--- config.mk ---
export PLATFORM = sky130hd
export DESIGN_NAME = sobel_stream_ctrl_flat
export DESIGN_NICKNAME = d
export VERILOG_FILES = /design/src/rtl/sobel_pkg.sv /design/src/rtl/sobel_stream_ctrl_if.sv /design/src/rtl/sobel_stb_delay.sv /design/src/rtl/sobel_stream_ctrl.sv /design/src/flat_wrapper.sv
export SDC_FILE = /design/constraint.sdc
export NUM_CORES = 1
export LEC_CHECK = 0
export CELL_PAD_IN_SITES_DETAIL_PLACEMENT = 0
export CELL_PAD_IN_SITES_GLOBAL_PLACEMENT = 1
export CORE_MARGIN = 5
export CORE_UTILIZATION = 48
export DETAILED_ROUTE_END_ITERATION = 10
export PLACE_DENSITY = 0.91
export SYNTH_ARGS = -nofsm -noshare
export SYNTH_HDL_FRONTEND = slang
export SYNTH_SLANG_ARGS = --single-unit
--- constraint.sdc ---
create_clock -name clk -period 3.9 [get_ports clk]
set_clock_uncertainty 0.1 [all_clocks]
set_input_delay 0.585 -clock clk [delete_from_list [all_inputs] [get_ports clk]]
set_output_delay 0.585 -clock clk [all_outputs]
set_load 0.01 [all_outputs]
--- src/rtl/sobel_pkg.sv ---
// Shared definitions for the Sobel stream controller.
//  - Default image geometry (overridable per instance).
//  - Counter widths for column (line-buffer address), row and flush count.
//  - Sequencer state encoding.
//  - grey3(): luma-ish grey from R,G,B bytes: (R + 2G + B) >> 2 on a 10-bit sum, truncating.
package sobel_pkg;

  localparam int unsigned DefImgW   = 637;
  localparam int unsigned DefImgH   = 480;
  localparam int unsigned ColW      = 10;
  localparam int unsigned RowW      = 9;
  localparam int unsigned FlushCntW = 8;

  typedef enum logic [1:0] {
    StIdle,
    StRun,
    StFlush,
    StDone
  } state_e;

  function automatic logic [7:0] grey3(input logic [7:0] r, input logic [7:0] g,
                                       input logic [7:0] b);
    logic [9:0] sum;
    sum = {2'b00, r} + {1'b0, g, 1'b0} + {2'b00, b};
    return sum[9:2];
  endfunction

endpackage

--- src/rtl/sobel_stream_ctrl_if.sv ---
// Byte-stream input and datapath-control outputs of the Sobel stream controller.
//  master : byte source / observer (drives datain, data; sees everything else)
//  slave  : the controller (sees datain, data; drives everything else)
//  datain     byte strobe, every level change is one byte
//  data       byte value
//  pix_stb    pixel valid pulse (line-buffer write + window shift)
//  pix_data   grey pixel
//  lb_addr    column of current pixel
//  lb_rot     rotate line buffers (last pixel of a row)
//  win_valid  full 3x3 window available with this pixel
//  res_stb    datapath result valid
//  res_zero   result is a border fill
//  dataout    toggles on every res_stb
//  frame_done end-of-frame pulse
//  busy       sequencer not idle
interface sobel_stream_ctrl_if;
  import sobel_pkg::*;

  logic            datain;
  logic [7:0]      data;
  logic            pix_stb;
  logic [7:0]      pix_data;
  logic [ColW-1:0] lb_addr;
  logic            lb_rot;
  logic            win_valid;
  logic            res_stb;
  logic            res_zero;
  logic            dataout;
  logic            frame_done;
  logic            busy;

  modport master (
    output datain, data,
    input  pix_stb, pix_data, lb_addr, lb_rot, win_valid, res_stb, res_zero, dataout,
           frame_done, busy
  );

  modport slave (
    input  datain, data,
    output pix_stb, pix_data, lb_addr, lb_rot, win_valid, res_stb, res_zero, dataout,
           frame_done, busy
  );
endinterface

--- src/rtl/sobel_stb_delay.sv ---
// Result-strobe delay line: shifts {stb, zero} through Lat stages so the strobe lines up
// with the datapath result. Also owns the DATAOUT toggle, which flips in the same cycle
// res_stb_o rises.
//  clk, rst_n   clock, async active-low reset (all stages cleared)
//  stb_i        strobe entering the line
//  zero_i       border-fill flag travelling with stb_i
//  res_stb_o    strobe after Lat cycles
//  res_zero_o   flag after Lat cycles
//  dataout_o    toggle output
module sobel_stb_delay #(
  parameter int unsigned Lat = 2
) (
  input  logic clk,
  input  logic rst_n,
  input  logic stb_i,
  input  logic zero_i,
  output logic res_stb_o,
  output logic res_zero_o,
  output logic dataout_o
);

  logic [Lat-1:0] stb_q, stb_d;
  logic [Lat-1:0] zero_q, zero_d;
  logic           tgl_q, tgl_d;

  always_comb begin
    stb_d     = '0;
    zero_d    = '0;
    stb_d[0]  = stb_i;
    zero_d[0] = zero_i;
    for (int unsigned i = 1; i < Lat; i++) begin
      stb_d[i]  = stb_q[i-1];
      zero_d[i] = zero_q[i-1];
    end
    // Toggle with the strobe entering the last stage so both appear together.
    tgl_d = tgl_q ^ stb_d[Lat-1];
  end

  always_ff @(posedge clk or negedge rst_n) begin
    if (!rst_n) begin
      stb_q  <= '0;
      zero_q <= '0;
      tgl_q  <= 1'b0;
    end else begin
      stb_q  <= stb_d;
      zero_q <= zero_d;
      tgl_q  <= tgl_d;
    end
  end

  assign res_stb_o  = stb_q[Lat-1];
  assign res_zero_o = zero_q[Lat-1];
  assign dataout_o  = tgl_q;

endmodule

--- src/rtl/sobel_stream_ctrl.sv ---
// Sequencer between a toggle-strobed byte stream and the Sobel 3x3 window datapath.
// Packs BPP bytes (R,G,B) into a grey pixel, tracks column/row, drives line-buffer write,
// rotate and window-valid, and re-times the result strobe by SOBEL_LAT cycles.
//  clk, rst_n  clock, async active-low reset (discards any partial frame)
//  strm        sobel_stream_ctrl_if.slave (byte input, control/result outputs)
// Build option: BORDER_FILL_EN -- every pixel produces a result strobe; border pixels
//  (row<2 or col<2) flag res_zero. Without it only full-window pixels produce results.
module sobel_stream_ctrl
  import sobel_pkg::*;
#(
  parameter int unsigned IMG_W     = DefImgW,
  parameter int unsigned IMG_H     = DefImgH,
  parameter int unsigned BPP       = 3,
  parameter int unsigned SOBEL_LAT = 2
) (
  input logic               clk,
  input logic               rst_n,
  sobel_stream_ctrl_if.slave strm
);

  localparam logic [1:0]           PhLast    = 2'(BPP - 1);
  localparam logic [ColW-1:0]      ColLast   = ColW'(IMG_W - 1);
  localparam logic [RowW-1:0]      RowLast   = RowW'(IMG_H - 1);
  localparam logic [FlushCntW-1:0] FlushLast = FlushCntW'(SOBEL_LAT - 1);

  state_e               state_q, state_d;
  logic                 din_q;
  logic [1:0]           ph_q, ph_d;
  logic [ColW-1:0]      col_q, col_d;
  logic [RowW-1:0]      row_q, row_d;
  logic [7:0]           byte0_q, byte0_d;
  logic [7:0]           byte1_q, byte1_d;
  logic [FlushCntW-1:0] flush_cnt_q, flush_cnt_d;

  logic                 pix_stb_q, pix_stb_d;
  logic [7:0]           pix_data_q, pix_data_d;
  logic [ColW-1:0]      lb_addr_q, lb_addr_d;
  logic                 lb_rot_q, lb_rot_d;
  logic                 win_valid_q, win_valid_d;
  logic                 busy_q, busy_d;
  logic                 frame_done_q, frame_done_d;

  logic byte_ev, accept, pix_done, col_end, last_pix;
  logic dly_stb, dly_zero;

  assign byte_ev  = strm.datain ^ din_q;
  // Bytes are only taken while idle (frame start) or running; flush/done drop them.
  assign accept   = byte_ev && ((state_q == StIdle) || (state_q == StRun));
  assign pix_done = accept && (ph_q == PhLast);
  assign col_end  = (col_q == ColLast);
  assign last_pix = col_end && (row_q == RowLast);

  always_comb begin
    state_d      = state_q;
    ph_d         = ph_q;
    col_d        = col_q;
    row_d        = row_q;
    byte0_d      = byte0_q;
    byte1_d      = byte1_q;
    flush_cnt_d  = flush_cnt_q;
    pix_data_d   = pix_data_q;
    lb_addr_d    = lb_addr_q;
    pix_stb_d    = pix_done;
    // No rotate on the frame's final pixel: nothing follows it in this frame.
    lb_rot_d     = pix_done && col_end && !last_pix;
    win_valid_d  = pix_done && (row_q >= RowW'(2)) && (col_q >= ColW'(2));

    if (accept) begin
      ph_d = (ph_q == PhLast) ? 2'd0 : ph_q + 2'd1;
      if (ph_q == 2'd0) byte0_d = strm.data;
      if (ph_q == 2'd1) byte1_d = strm.data;
    end

    if (pix_done) begin
      pix_data_d = (BPP == 1) ? strm.data : grey3(byte0_q, byte1_q, strm.data);
      lb_addr_d  = col_q;
      if (col_end) begin
        col_d = '0;
        row_d = row_q + RowW'(1);
      end else begin
        col_d = col_q + ColW'(1);
      end
    end

    unique case (state_q)
      StIdle: begin
        flush_cnt_d = '0;
        if (accept) state_d = (pix_done && last_pix) ? StFlush : StRun;
      end
      StRun: begin
        flush_cnt_d = '0;
        if (pix_done && last_pix) state_d = StFlush;
      end
      StFlush: begin
        if (flush_cnt_q == FlushLast) state_d = StDone;
        else flush_cnt_d = flush_cnt_q + FlushCntW'(1);
      end
      StDone: begin
        state_d = StIdle;
        ph_d    = '0;
        col_d   = '0;
        row_d   = '0;
      end
      default: state_d = StIdle;
    endcase

    busy_d       = (state_d != StIdle);
    frame_done_d = (state_d == StDone);
  end

  always_ff @(posedge clk or negedge rst_n) begin
    if (!rst_n) begin
      state_q      <= StIdle;
      din_q        <= 1'b0;
      ph_q         <= '0;
      col_q        <= '0;
      row_q        <= '0;
      byte0_q      <= '0;
      byte1_q      <= '0;
      flush_cnt_q  <= '0;
      pix_stb_q    <= 1'b0;
      pix_data_q   <= '0;
      lb_addr_q    <= '0;
      lb_rot_q     <= 1'b0;
      win_valid_q  <= 1'b0;
      busy_q       <= 1'b0;
      frame_done_q <= 1'b0;
    end else begin
      state_q      <= state_d;
      din_q        <= strm.datain;
      ph_q         <= ph_d;
      col_q        <= col_d;
      row_q        <= row_d;
      byte0_q      <= byte0_d;
      byte1_q      <= byte1_d;
      flush_cnt_q  <= flush_cnt_d;
      pix_stb_q    <= pix_stb_d;
      pix_data_q   <= pix_data_d;
      lb_addr_q    <= lb_addr_d;
      lb_rot_q     <= lb_rot_d;
      win_valid_q  <= win_valid_d;
      busy_q       <= busy_d;
      frame_done_q <= frame_done_d;
    end
  end

`ifdef BORDER_FILL_EN
  assign dly_stb  = pix_stb_q;
  assign dly_zero = pix_stb_q & ~win_valid_q;
`else
  assign dly_stb  = win_valid_q;
  assign dly_zero = 1'b0;
`endif

  sobel_stb_delay #(
    .Lat (SOBEL_LAT)
  ) u_stb_delay (
    .clk        (clk),
    .rst_n      (rst_n),
    .stb_i      (dly_stb),
    .zero_i     (dly_zero),
    .res_stb_o  (strm.res_stb),
    .res_zero_o (strm.res_zero),
    .dataout_o  (strm.dataout)
  );

  assign strm.pix_stb    = pix_stb_q;
  assign strm.pix_data   = pix_data_q;
  assign strm.lb_addr    = lb_addr_q;
  assign strm.lb_rot     = lb_rot_q;
  assign strm.win_valid  = win_valid_q;
  assign strm.busy       = busy_q;
  assign strm.frame_done = frame_done_q;

endmodule

--- src/flat_wrapper.sv ---
// flat-port wrapper written by rule: the top's interface ports become plain ports
module sobel_stream_ctrl_flat import sobel_pkg::*;
#(
  parameter int unsigned IMG_W     = DefImgW,
  parameter int unsigned IMG_H     = DefImgH,
  parameter int unsigned BPP       = 3,
  parameter int unsigned SOBEL_LAT = 2
)
  (clk, rst_n, strm_datain, strm_data, strm_pix_stb, strm_pix_data, strm_lb_addr, strm_lb_rot, strm_win_valid, strm_res_stb, strm_res_zero, strm_dataout, strm_frame_done, strm_busy);
  sobel_stream_ctrl_if strm_i ();
  input logic clk;
  input logic rst_n;
  input wire logic [$bits(strm_i.datain)-1:0] strm_datain;
  input wire logic [$bits(strm_i.data)-1:0] strm_data;
  output wire logic [$bits(strm_i.pix_stb)-1:0] strm_pix_stb;
  output wire logic [$bits(strm_i.pix_data)-1:0] strm_pix_data;
  output wire logic [$bits(strm_i.lb_addr)-1:0] strm_lb_addr;
  output wire logic [$bits(strm_i.lb_rot)-1:0] strm_lb_rot;
  output wire logic [$bits(strm_i.win_valid)-1:0] strm_win_valid;
  output wire logic [$bits(strm_i.res_stb)-1:0] strm_res_stb;
  output wire logic [$bits(strm_i.res_zero)-1:0] strm_res_zero;
  output wire logic [$bits(strm_i.dataout)-1:0] strm_dataout;
  output wire logic [$bits(strm_i.frame_done)-1:0] strm_frame_done;
  output wire logic [$bits(strm_i.busy)-1:0] strm_busy;
  assign strm_i.datain = strm_datain;
  assign strm_i.data = strm_data;
  assign strm_pix_stb = strm_i.pix_stb;
  assign strm_pix_data = strm_i.pix_data;
  assign strm_lb_addr = strm_i.lb_addr;
  assign strm_lb_rot = strm_i.lb_rot;
  assign strm_win_valid = strm_i.win_valid;
  assign strm_res_stb = strm_i.res_stb;
  assign strm_res_zero = strm_i.res_zero;
  assign strm_dataout = strm_i.dataout;
  assign strm_frame_done = strm_i.frame_done;
  assign strm_busy = strm_i.busy;
  sobel_stream_ctrl #(.IMG_W(IMG_W), .IMG_H(IMG_H), .BPP(BPP), .SOBEL_LAT(SOBEL_LAT)) u_core (.clk(clk), .rst_n(rst_n), .strm(strm_i));
endmodule
### Yosys cells after proc, flatten, opt, wreduce, memory -nomap -nowiden

Cells that the tools add are included.

* bitwise logic cells: 2
* multiplexer cells: 16
* equality and inequality tests: 10
* reductions and logical operators: 22
* divide/modulo/power cells: 0
* shifts and indexed selects: 0
* add/sub/neg operators: 6
* multiply operators: 0
* magnitude comparators: 2

Operator list (count)
* 10-bit 2-to-1 mux: 3
* 9-bit 2-to-1 mux: 3
* 8-bit case mux with 2 select lines: 1
* 2-bit 2-to-1 mux: 7
* 10-bit by 1-bit adder with 10-bit output, second input constant: 1
* 10-bit by 8-bit adder with 10-bit output: 1
* 8-bit by 9-bit adder with 10-bit output: 1
* 10-bit equality test, second input constant: 1
* 10-bit by 2-bit greater-or-equal comparator with 1-bit output, second input constant: 1
* 2-bit nonzero test: 5
* 9-bit by 1-bit adder with 9-bit output, second input constant: 1
* 9-bit equality test, second input constant: 1
* 9-bit by 2-bit greater-or-equal comparator with 1-bit output, second input constant: 1
* 8-bit by 1-bit adder with 8-bit output, second input constant: 1
* 2-bit equality test, second input constant: 4
* 8-bit by 1-bit equality test with 1-bit output, second input constant: 1
* 1-bit logical AND: 8
* 8-bit 2-to-1 mux: 1
* 2-bit case mux with 4 select lines: 1
* 2-bit AND reduction: 4
* 2-bit by 1-bit equality test with 1-bit output, second input constant: 2
* 2-bit zero test: 2
* 2-bit by 1-bit adder with 2-bit output, second input constant: 1
* 2-bit != test, second input constant: 1
* other kinds (4): 5

* bits in writable memories: 0
* logic and storage cells: 75
* register bits: 74
* bits in latches: 0
* output and inout port bits: 26
* memories kept: 0
* ROM bits: 0
* input bits: 11

### Longest topological paths before layout

Gate-level depths: netlist (run 1).

* depth after elaboration: 9
* mapped depth: 9
* gate-level depth less buffers: 9

### Hierarchy

A second synthesis (run 1) with hierarchy kept.

* cell total of the unflattened synthesis: 364
* area, all modules: 3918.8 µm²

Modules (own cells, without submodules)
* sobel_stream_ctrl: area an instance 3784.9 µm², cells an instance 358, instances 1, sequential area each 1776.7 µm²
* sobel_stb_delay: area an instance 133.9 µm², cells an instance 6, instances 1, sequential area each 125.1 µm²

### Least setup slack after synthesis (run 1)

No wires, ideal clock.

* path type: input-to-reg
* from: input port strm_data[1]
* to: register u_core.pix_data_q[7], in the netlist u_core.strm.pix_data[7]
* setup slack: 1.406 ns
* arrival time: 2.260 ns
* stages: 9
* data required time: 3.665 ns
* path buffers: 0
* library setup time: 0.135 ns
* cells stage by stage: inv_1 fa_1 nor2_1 fa_1 a21o_1 a21oi_1 o21ai_0 a21oi_1 o21ai_0

* longest elaborated chain between the ends: 1

RTL lines
* from (decl): line flat_wrapper.sv:14 `input wire logic [$bits(strm_i.data)-1:0] strm_data;`
* 10-bit by 8-bit adder with 10-bit output: line sobel_pkg.sv:24 `sum = {2'b00, r} + {1'b0, g, 1'b0} + {2'b00, b};`
* to (signal assigned): line sobel_stream_ctrl.sv:138 `pix_data_q <= pix_data_d;`
* to (decl): line sobel_stream_ctrl.sv:36 `logic [7:0] pix_data_q, pix_data_d;`

No other way between the ends.
A chain may end at the register's enable or synchronous reset.

### Worst setup path after layout (run 1)

Ends and elaborated chain as after synthesis.

==> results of run 1 <==
## area by class of cell
type | instances | area, µm² | share of cell area
Tap cell | 99 | 124 | 0.0286
Inverter | 10 | 37.5 | 0.00865
Sequential cell | 74 | 1850 | 0.427
Clock buffer | 12 | 165 | 0.0381
Multi-Input combinational cell | 253 | 1710 | 0.394
Timing Repair Buffer | 39 | 378 | 0.0871
Clock inverter | 4 | 72.6 | 0.0167
## layout by cell type (no fill, tap or decap), types with 3 or more instances in the layout
cell and n:
sky130_fd_sc_hd__a21o_1 3, sky130_fd_sc_hd__a21oi_1 12, sky130_fd_sc_hd__and2_1 5, sky130_fd_sc_hd__and3_1 6, sky130_fd_sc_hd__buf_4 5, sky130_fd_sc_hd__clkbuf_8 12, sky130_fd_sc_hd__clkdlybuf4s50_1 34, sky130_fd_sc_hd__dfrtp_1 74
sky130_fd_sc_hd__fa_1 8, sky130_fd_sc_hd__ha_1 14, sky130_fd_sc_hd__inv_1 10, sky130_fd_sc_hd__mux2_2 14, sky130_fd_sc_hd__nand2_1 55, sky130_fd_sc_hd__nand2b_1 4, sky130_fd_sc_hd__nand3_1 18, sky130_fd_sc_hd__nand4_1 5
sky130_fd_sc_hd__nor2_1 27, sky130_fd_sc_hd__nor3_1 5, sky130_fd_sc_hd__nor4_1 5, sky130_fd_sc_hd__o21a_1 3, sky130_fd_sc_hd__o21ai_0 17, sky130_fd_sc_hd__xnor2_1 7, sky130_fd_sc_hd__xor2_1 17
## worst register-to-register path: cells and delay by family, from the launching register on
kind / cells / cell delay (ns)
simple gates: 5 / 1.91
flops: 1 / 0.53
## metrics by stage
step / total power [mW] / hold WS [ns] / worst slack (ns) / util / area [µm²]
after floorplan: 1.99 / 0.189 / 1.41 / - / 3660
after global placement: 2.35 / 0.264 / 0.791 / 0.559 / 4100
after detailed placement: 2.37 / 0.268 / 0.733 / 0.559 / 4100
after CTS: 3.08 / 0.284 / 1.08 / 0.592 / 4340
after global routing: 3.30 / 0.287 / 0.923 / 0.592 / 4340
final: 3.04 / 0.265 / 1.08 / 0.592 / 4340
## path summary, 6_finish.rpt
check / from / end / slack, ns / cells after the start
min reg2reg: u_core.strm.win_valid / u_core.u_stb_delay.stb_q[0] / 0.28 / 0
min in group clk: u_core.strm.win_valid / u_core.u_stb_delay.stb_q[0] / 0.28 / 0
max: strm_data[1] / u_core.strm.pix_data[7] / 1.08 / 10
max reg2reg: u_core.state_q[1] / u_core.row_q[7] / 1.30 / 5
min: rst_n / u_core.flush_cnt_q[6] / 0.26 / 1
max in group asynchronous: rst_n / u_core.row_q[3] / 2.83 / 1
## power by group
group	leakage [nW]	internal, mW	total, mW	switching (mW)
clock	0.119	0.412	0.691	0.279
sequential	0.961	0.947	1.09	0.146
combinational	0.925	0.617	1.26	0.638
total	2.00	1.98	3.04	1.06
## synth_stat cells, drive strengths merged, types with 2 or more instances
library cell	instances	area, µm²
dfrtp	74	1850
nand2	56	213
nor2	27	101
nand3	18	90.1
o21ai	17	85.1
xor2	17	149
ha	14	175
mux2	14	158
a21oi	12	60.1
inv	10	37.5
clkbuf	8	30.0
fa	8	160
and3	7	48.8
xnor2	7	61.3
and2	6	37.5
nor3	6	35.0
buf	5	33.8
nand4	5	31.3
nor4	5	31.3
nand2b	4	25.0
a21o	3	22.5
o21a	3	22.5
a311oi	2	17.5
a31oi	2	12.5
nand4b	2	17.5
nor2b	2	12.5
o31ai	2	15.0
## registers in the layout (all words and copies together) (netlist names), 2 cells and up
name                      flops
u_core.byte0_q                8
u_core.byte1_q                8
u_core.col_q                 10
u_core.flush_cnt_q            8
u_core.ph_q                   2
u_core.row_q                  9
u_core.state_q                2
u_core.strm.lb_addr          10
u_core.strm.pix_data          8
u_core.u_stb_delay.stb_q      2
## logic make-up (layout without fill, tap and decap cells)
| kind of cell | Yosys count | count (layout) | share of synthesized area |
|---|---|---|---|
| xor gates and xnor gates | 24 | 24 | 0.0574 |
| adders and majority gates | 22 | 22 | 0.0916 |
| other | 1 | 1 | 0.00102 |
| muxes | 14 | 14 | 0.0430 |
| AOI/OAI and AO/OA | 47 | 47 | 0.0779 |
| buffers and inverters | 23 | 65 | 0.0277 |
| and+or+nand+nor | 145 | 145 | 0.196 |
| DFF | 74 | 74 | 0.506 |
## per-layer routing
metal | GRT usage | vias up | share of wire
li1 | - | 1267 | -
met1 | 0.213 | 1240 | 0.47
met2 | 0.249 | 45 | 0.48
met3 | 0.0452 | 8 | 0.045
met4 | 0.0543 | 0 | 0.013
met5 | 0 | - | 0
==> out/qor_table.md, run 1 <==
| Stage | Metric | Value |
|:---|:---|:---|
| die | Starting density of the core | 0.500 |
| synth | Proportion of synthesized flip-flops having asynchronous set or reset | 1.00 |
| cts | CTS Hold Buffers Added | 0 |
| cts | Clock transition at the registers of the reported paths | 0.08 ns |
| sta | Minimum clock period after layout | 2.82 ns |
| cts | Quantity of gates resized following cts | 0 |
| drt | Antenna Violating Nets Remaining | 0 |
| grt | Total Routing Usage GR | 0.159 |
| sta | Setup violations, final | 0 |
| die | Die height | 97.4 µm |
| die | Standard-cell row count | 31 |
| sta | Number of hold-slack violations in the final timing report | 0 |
| drt | Total routed wirelength | 6830 µm |
| run | Number of maximum-capacitance violations | 0 |
| synth | Post-synth top flop | sky130_fd_sc_hd__dfrtp_1 |
| sta | Sum Neg Setup Slack | 0 ns |
| status | Result of the run | completed |
| power | P_leak | 2.00 nW |
| worst setup path | CP startpoint kind | input pin |
| worst setup path | Number of buffer and inverter instances along the worst setup path | 2 |
| sta | Tcrit/Tclk final | 0.724 |
| cts | Buffer depth of the longest clock path | 2 |
| die | Core region area | 0.00733 mm² |
| synth | Post-synthesis area per instance | 10.5 µm² |
| die | Die extent in x | 97.4 µm |
| worst setup path | Slowest library cell on the worst path | sky130_fd_sc_hd__fa_1 |
| worst setup path | Largest fanout on the critical path | 3 |
| cts | Total number of H-tree levels | 3 |
| drt | Pre-antenna DRT Iters | 4 |
| grt | Number of antenna violations at the first check in global routing | 0 |
| die | DIE AREA | 0.00948 mm² |
| worst setup path | Endpoint required time on the critical path | 4.00 ns |
| grt | Number of global-route vias before repair | 2584 |
| sta | Max-slew headroom | 0.391 |
| worst setup path | Series of cell instances along the critical path | clkdlybuf4s50_1 > inv_1 > fa_1 > nor2_1 > fa_1 > a21o_1 > a21oi_1 > o21ai_0 > a21oi_1 > o21ai_0 |
| sta | Max-slew violation count | 0 |
| place | HPWL after detailed placement | 4810 µm |
| cts | Source-to-sink clock delay at the later pin of the worst-skew pair | 0.34 ns |
| drt | Iteration-0 DRC Markers | 101 |
| final layout | Count of filler cells inserted in the layout | 609 |
| synth | Synth cell types | 47 |
| worst setup path | Critical path endpoint category | register |
| synth | Part of the Yosys area used for sequential elements | 0.506 |
| cts | TritonCTS sink count | 74 |
| worst setup path | Largest delay share family, worst path | adder cells |
| synth | Register bit total from synthesis | 74 |
| final layout | Final standard cell count with taps included and fillers excluded | 491 |
| sta | Pin slew with the least headroom to its limit | 0.914 ns |
| grt | First-pass GRT wire length | 12300 µm |
| drt | Mean number of vias per cell | 5.21 |
| synth | Synthesized instance count | 350 |
| worst setup path | Highest cell delay on the worst timing path | 0.56 ns |
| synth | Count of flip-flops with a built-in enable after synthesis | 0 |
| synth | Post-synthesis instance area | 0.00366 mm² |
| drt | Drt drc | 0 |
| cts | CTS tree | done |
| cts | CTS Root Cell | sky130_fd_sc_hd__clkbuf_8 |
| cts | Setup Buffers After CTS | 0 |
| final layout | Layout Area Growth over Synthesis | 18.4% |
| grt | Overflow after GRT | 0 |
| worst setup path | Worst Setup Path Type | in2reg |
| power | Max IR drop VDD | 0.477 mV |
| synth | Synthesis warning total | 0 |
| place | Routability congestion estimate from global placement | 0.833 |
| grt | Maximum number of pins on one net before global-route repair | 75 |
| cts | Number of clock buffers inserted by TritonCTS | 9 |
| final layout | Antenna diode instance count | 0 |
| worst hold path | Path type of the worst min-delay path | in2async |
| drt | Vias | 2560 |
| sta | Setup repair after global routing missed its margin | false |
| worst setup path | Worst EP arrival | 2.92 ns |
| place | Port Buffers | 35 |
| synth | Net count after synthesis | 383 |
| place | Cell total after placement | 475 |
| sta | Max Clk Rate | 354 MHz |
| drt | DR WL/cell | 13.9 µm |
| power | Total power per unit cell area | 701 mW/mm² |
| die | Top Ports | 37 |
| final layout | Layout cells sized above 1 | 0.102 |
| final layout | NumNets Final | 420 |
No activity file was read; power rests on OpenSTA's default activity.
==> inputs of run 2 (changes only) <==
- CORE_UTILIZATION: 48 -> 40
- PLACE_DENSITY: 0.91 -> 0.82
- clock period: 3.9 -> 2.27 ns (I/O delays scaled with it)
==> run 2 against run 1 <==
The run now ends with setup timing left. Non-clock buffer count up 34. Wire length is 11% higher. Largest cell class unchanged. Largest power group unchanged. Die area grew 18%. Sequential share of layout area down 3.5 points. Clock power is 78% higher.
==> out/qor_table.md, run 2 (synthesis gave the netlist of run 1 again) <==
| Stage | Metric | Value |
|:---|:---|:---|
| status | Result of the run | finished, violations left |
| status | Failing checks | setup timing |
| final layout | Flip-flop and latch area | 0.00185 mm² |
| worst hold path | Startpoint of the tightest hold check path | u_core.strm.win_valid |
| power | Portion of total power attributed to the clock network | 0.194 |
| worst setup path | CP startpoint kind | register |
| cts | TritonCTS sink count | 74 |
| die | Core region area | 0.00906 mm² |
| worst hold path | Hold worst-path end | u_core.u_stb_delay.stb_q[0] |
| sta | Minimum clock period after layout | 2.31 ns |
| drt | Drt drc | 0 |
| grt | Number of antenna violations at the first check in global routing | 0 |
| drt | Mean number of vias per cell | 5.11 |
| worst setup path | Reg2Reg Setup Slack | -0.04 ns |
| grt | Number of global-route vias before repair | 2808 |
| place | Routability congestion estimate from global placement | 0.788 |
| final layout | Commonest cells after routing, fill and taps aside | 74 x sky130_fd_sc_hd__dfrtp_1, 55 x sky130_fd_sc_hd__nand2_1, 37 x sky130_fd_sc_hd__buf_4 |
| worst hold path | Number of stages on the worst hold path | 0 |
| worst setup path | Slowest library cell on the worst path | sky130_fd_sc_hd__fa_2 |
| worst hold path | Path type of the worst min-delay path | reg2reg |
| die | DIE AREA | 0.0112 mm² |
| worst setup path | Worst Setup Path Type | reg2reg |
| power | Fraction of power spent switching nets | 0.353 |
| worst setup path | Endpoint required time on the critical path | 2.42 ns |
| worst setup path | Largest fanout on the critical path | 3 |
| die | Die height | 106 µm |
| final layout | Final instance area | 0.00472 mm² |
| grt | Maximum number of pins on one net before global-route repair | 37 |
| final layout | NumNets Final | 454 |
| run | Number of maximum-capacitance violations | 0 |
| worst setup path | Reg2reg end | u_core.strm.pix_data[4] |
| place | Port Buffers | 35 |
| cts | CTS Root Cell | sky130_fd_sc_hd__clkbuf_8 |
| drt | Antenna Violating Nets Remaining | 0 |
| cts | Number of clock buffers inserted by TritonCTS | 9 |
| cts | Clock transition at the registers of the reported paths | 0.08 ns |
| final layout | Layout Area Growth over Synthesis | 28.9% |
| worst setup path | Worst flop-to-flop path startpoint | u_core.byte1_q[1] |
| drt | Vias | 2738 |
| worst setup path | Critical path endpoint category | register |
| sta | Setup violations, final | 3 |
| worst setup path | Worst EP arrival | 2.47 ns |
| final layout | Layout cells sized above 1 | 0.212 |
| worst setup path | Highest cell delay on the worst timing path | 0.64 ns |
| die | Standard-cell row count | 35 |
| sta | Max Clk Rate | 433 MHz |
| power | Power share of the combinational group | 0.506 |
| sta | Sum Neg Setup Slack | -0.0921 ns |
| grt | Total Routing Usage GR | 0.147 |
| power | Part of the total power dissipated in sequential elements | 0.300 |
| drt | Pre-antenna DRT Iters | 4 |
| grt | Overflow after GRT | 0 |
| cts | Buffer depth of the longest clock path | 2 |
| place | Post-Place Worst Slack | -0.616 ns |
| worst setup path | Number of cell instances on the worst register-to-register path | 7 |
| sta | Tcrit/Tclk final | 1.02 |
| drt | Iteration-0 DRC Markers | 77 |
| worst setup path | Series of cell instances along the critical path | fa_2 > ha_4 > nand4b_1 > a21oi_2 > o21a_1 > o21a_1 > o31ai_2 |
| sta | Fin worst setup slack | -0.0413 ns |
| power | Switch Pwr | 2.24 mW |
| die | Top Ports | 37 |
| worst setup path | Crit path top cell by count | sky130_fd_sc_hd__o21a_1 |
| sta | Number of hold-slack violations in the final timing report | 0 |
| sta | Setup repair after global routing missed its margin | true |
| sta | Max-slew violation count | 0 |
| power | Total power per unit cell area | 1340 mW/mm² |
| power | P_leak | 2.19 nW |
| place | HPWL after detailed placement | 5330 µm |
| drt | Total routed wirelength | 7560 µm |
| power | Internal power of the cells | 4.10 mW |
| drt | DR WL/cell | 14.1 µm |
| final layout | Final standard cell utilization of the core | 0.521 |
| final layout | Antenna diode instance count | 0 |
| cts | Source-to-sink clock delay at the later pin of the worst-skew pair | 0.34 ns |
| cts | CTS tree | done |
| cts | Total number of H-tree levels | 3 |
| final layout | Count of filler cells inserted in the layout | 821 |
| final layout | Area occupied by multi-input gates | 0.00181 mm² |
| place | Area post-placement | 0.00436 mm² |
| grt | First-pass GRT wire length | 13300 µm |
| die | Starting density of the core | 0.404 |
| die | Die extent in x | 106 µm |
| final layout | Most common cell after layout, fill and taps aside | sky130_fd_sc_hd__dfrtp_1 |
| power | Max IR drop VDD | 0.955 mV |
[run 2: cell types whose count changed in the layout (fill, tap and decap cells not counted), sizes merged]
cell           previous run  this run
clkdlybuf4s50            34        31
clkbuf                   12        10
dlymetal6s2s              0         1
dlygate4sd3               0         1
buf                       5        38
bufinv                    2         3
dlygate4sd2               0         2
[run 2: area by class of cell]
class / instances / area share
clock inverter: 5 / 0.0217
tap: 111 / 0.0294
inverter: 10 / 0.00795
timing repair buffer: 73 / 0.137
clock buffer: 10 / 0.0291
multi-input combinational: 253 / 0.382
sequential: 74 / 0.392
[run 2: power by group through the flow]
stage / clock network (mW) / logic, mW / registers (mW)
2_1_floorplan: 0 / 1.54 / 1.89
3_3_place_gp: 0 / 2.58 / 1.91
3_5_place_dp: 0 / 2.67 / 1.91
4_1_cts: 1.27 / 2.84 / 1.90
5_1_grt: 1.33 / 3.55 / 1.95
6_report: 1.23 / 3.20 / 1.90
[run 2: worst max path at each step]
stage / cells past startpoint / end / startpoint
final: 7 / u_core.strm.pix_data[4] / u_core.byte1_q[1]
after global routing: 7 / u_core.strm.pix_data[6] / u_core.byte1_q[1]
after CTS: 7 / u_core.strm.pix_data[3] / u_core.byte0_q[2]
after detailed placement: 10 / u_core.strm.pix_data[3] / strm_data[1]
after global placement: 10 / u_core.strm.pix_data[3] / strm_data[1]
after floorplan: 9 / u_core.strm.pix_data[7] / strm_data[1]
[run 2: critical path, delay by kind of cell (launching register included)]
kind                     cells  cell delay [ns]
AO/OA/AOI/OAI                4             0.71
AND/OR/NAND/NOR              1             0.15
adder cells (fa/ha/maj)      2             0.86
flip-flops                   1             0.41
[run 2: layer usage]
| layer | share of wire | global-route usage | up-vias |
|---|---|---|---|
| met5 | 0 | 0 | - |
| met4 | 0.026 | 0.0712 | 0 |
| met3 | 0.054 | 0.0349 | 20 |
| met2 | 0.47 | 0.224 | 73 |
| met1 | 0.45 | 0.198 | 1310 |
| li1 | - | - | 1335 |
[run 2: metrics by stage]
step	std cells	total power, mW	hold slack (ns)
6_report	536	6.33	0.275
5_1_grt	536	6.82	0.294
4_1_cts	536	6.00	0.280
3_5_place_dp	518	4.59	0.238
3_3_place_gp	518	4.49	0.236
2_1_floorplan	350	3.42	-0.0551
[run 2: repair_timing]
action	4_1_cts	5_1_grt
hold buffers	1	0
gates resized for setup	10	16
hold endpoints to repair	34	0
pin swaps	8	16
setup buffers	2	1
setup endpoints to repair	5	6
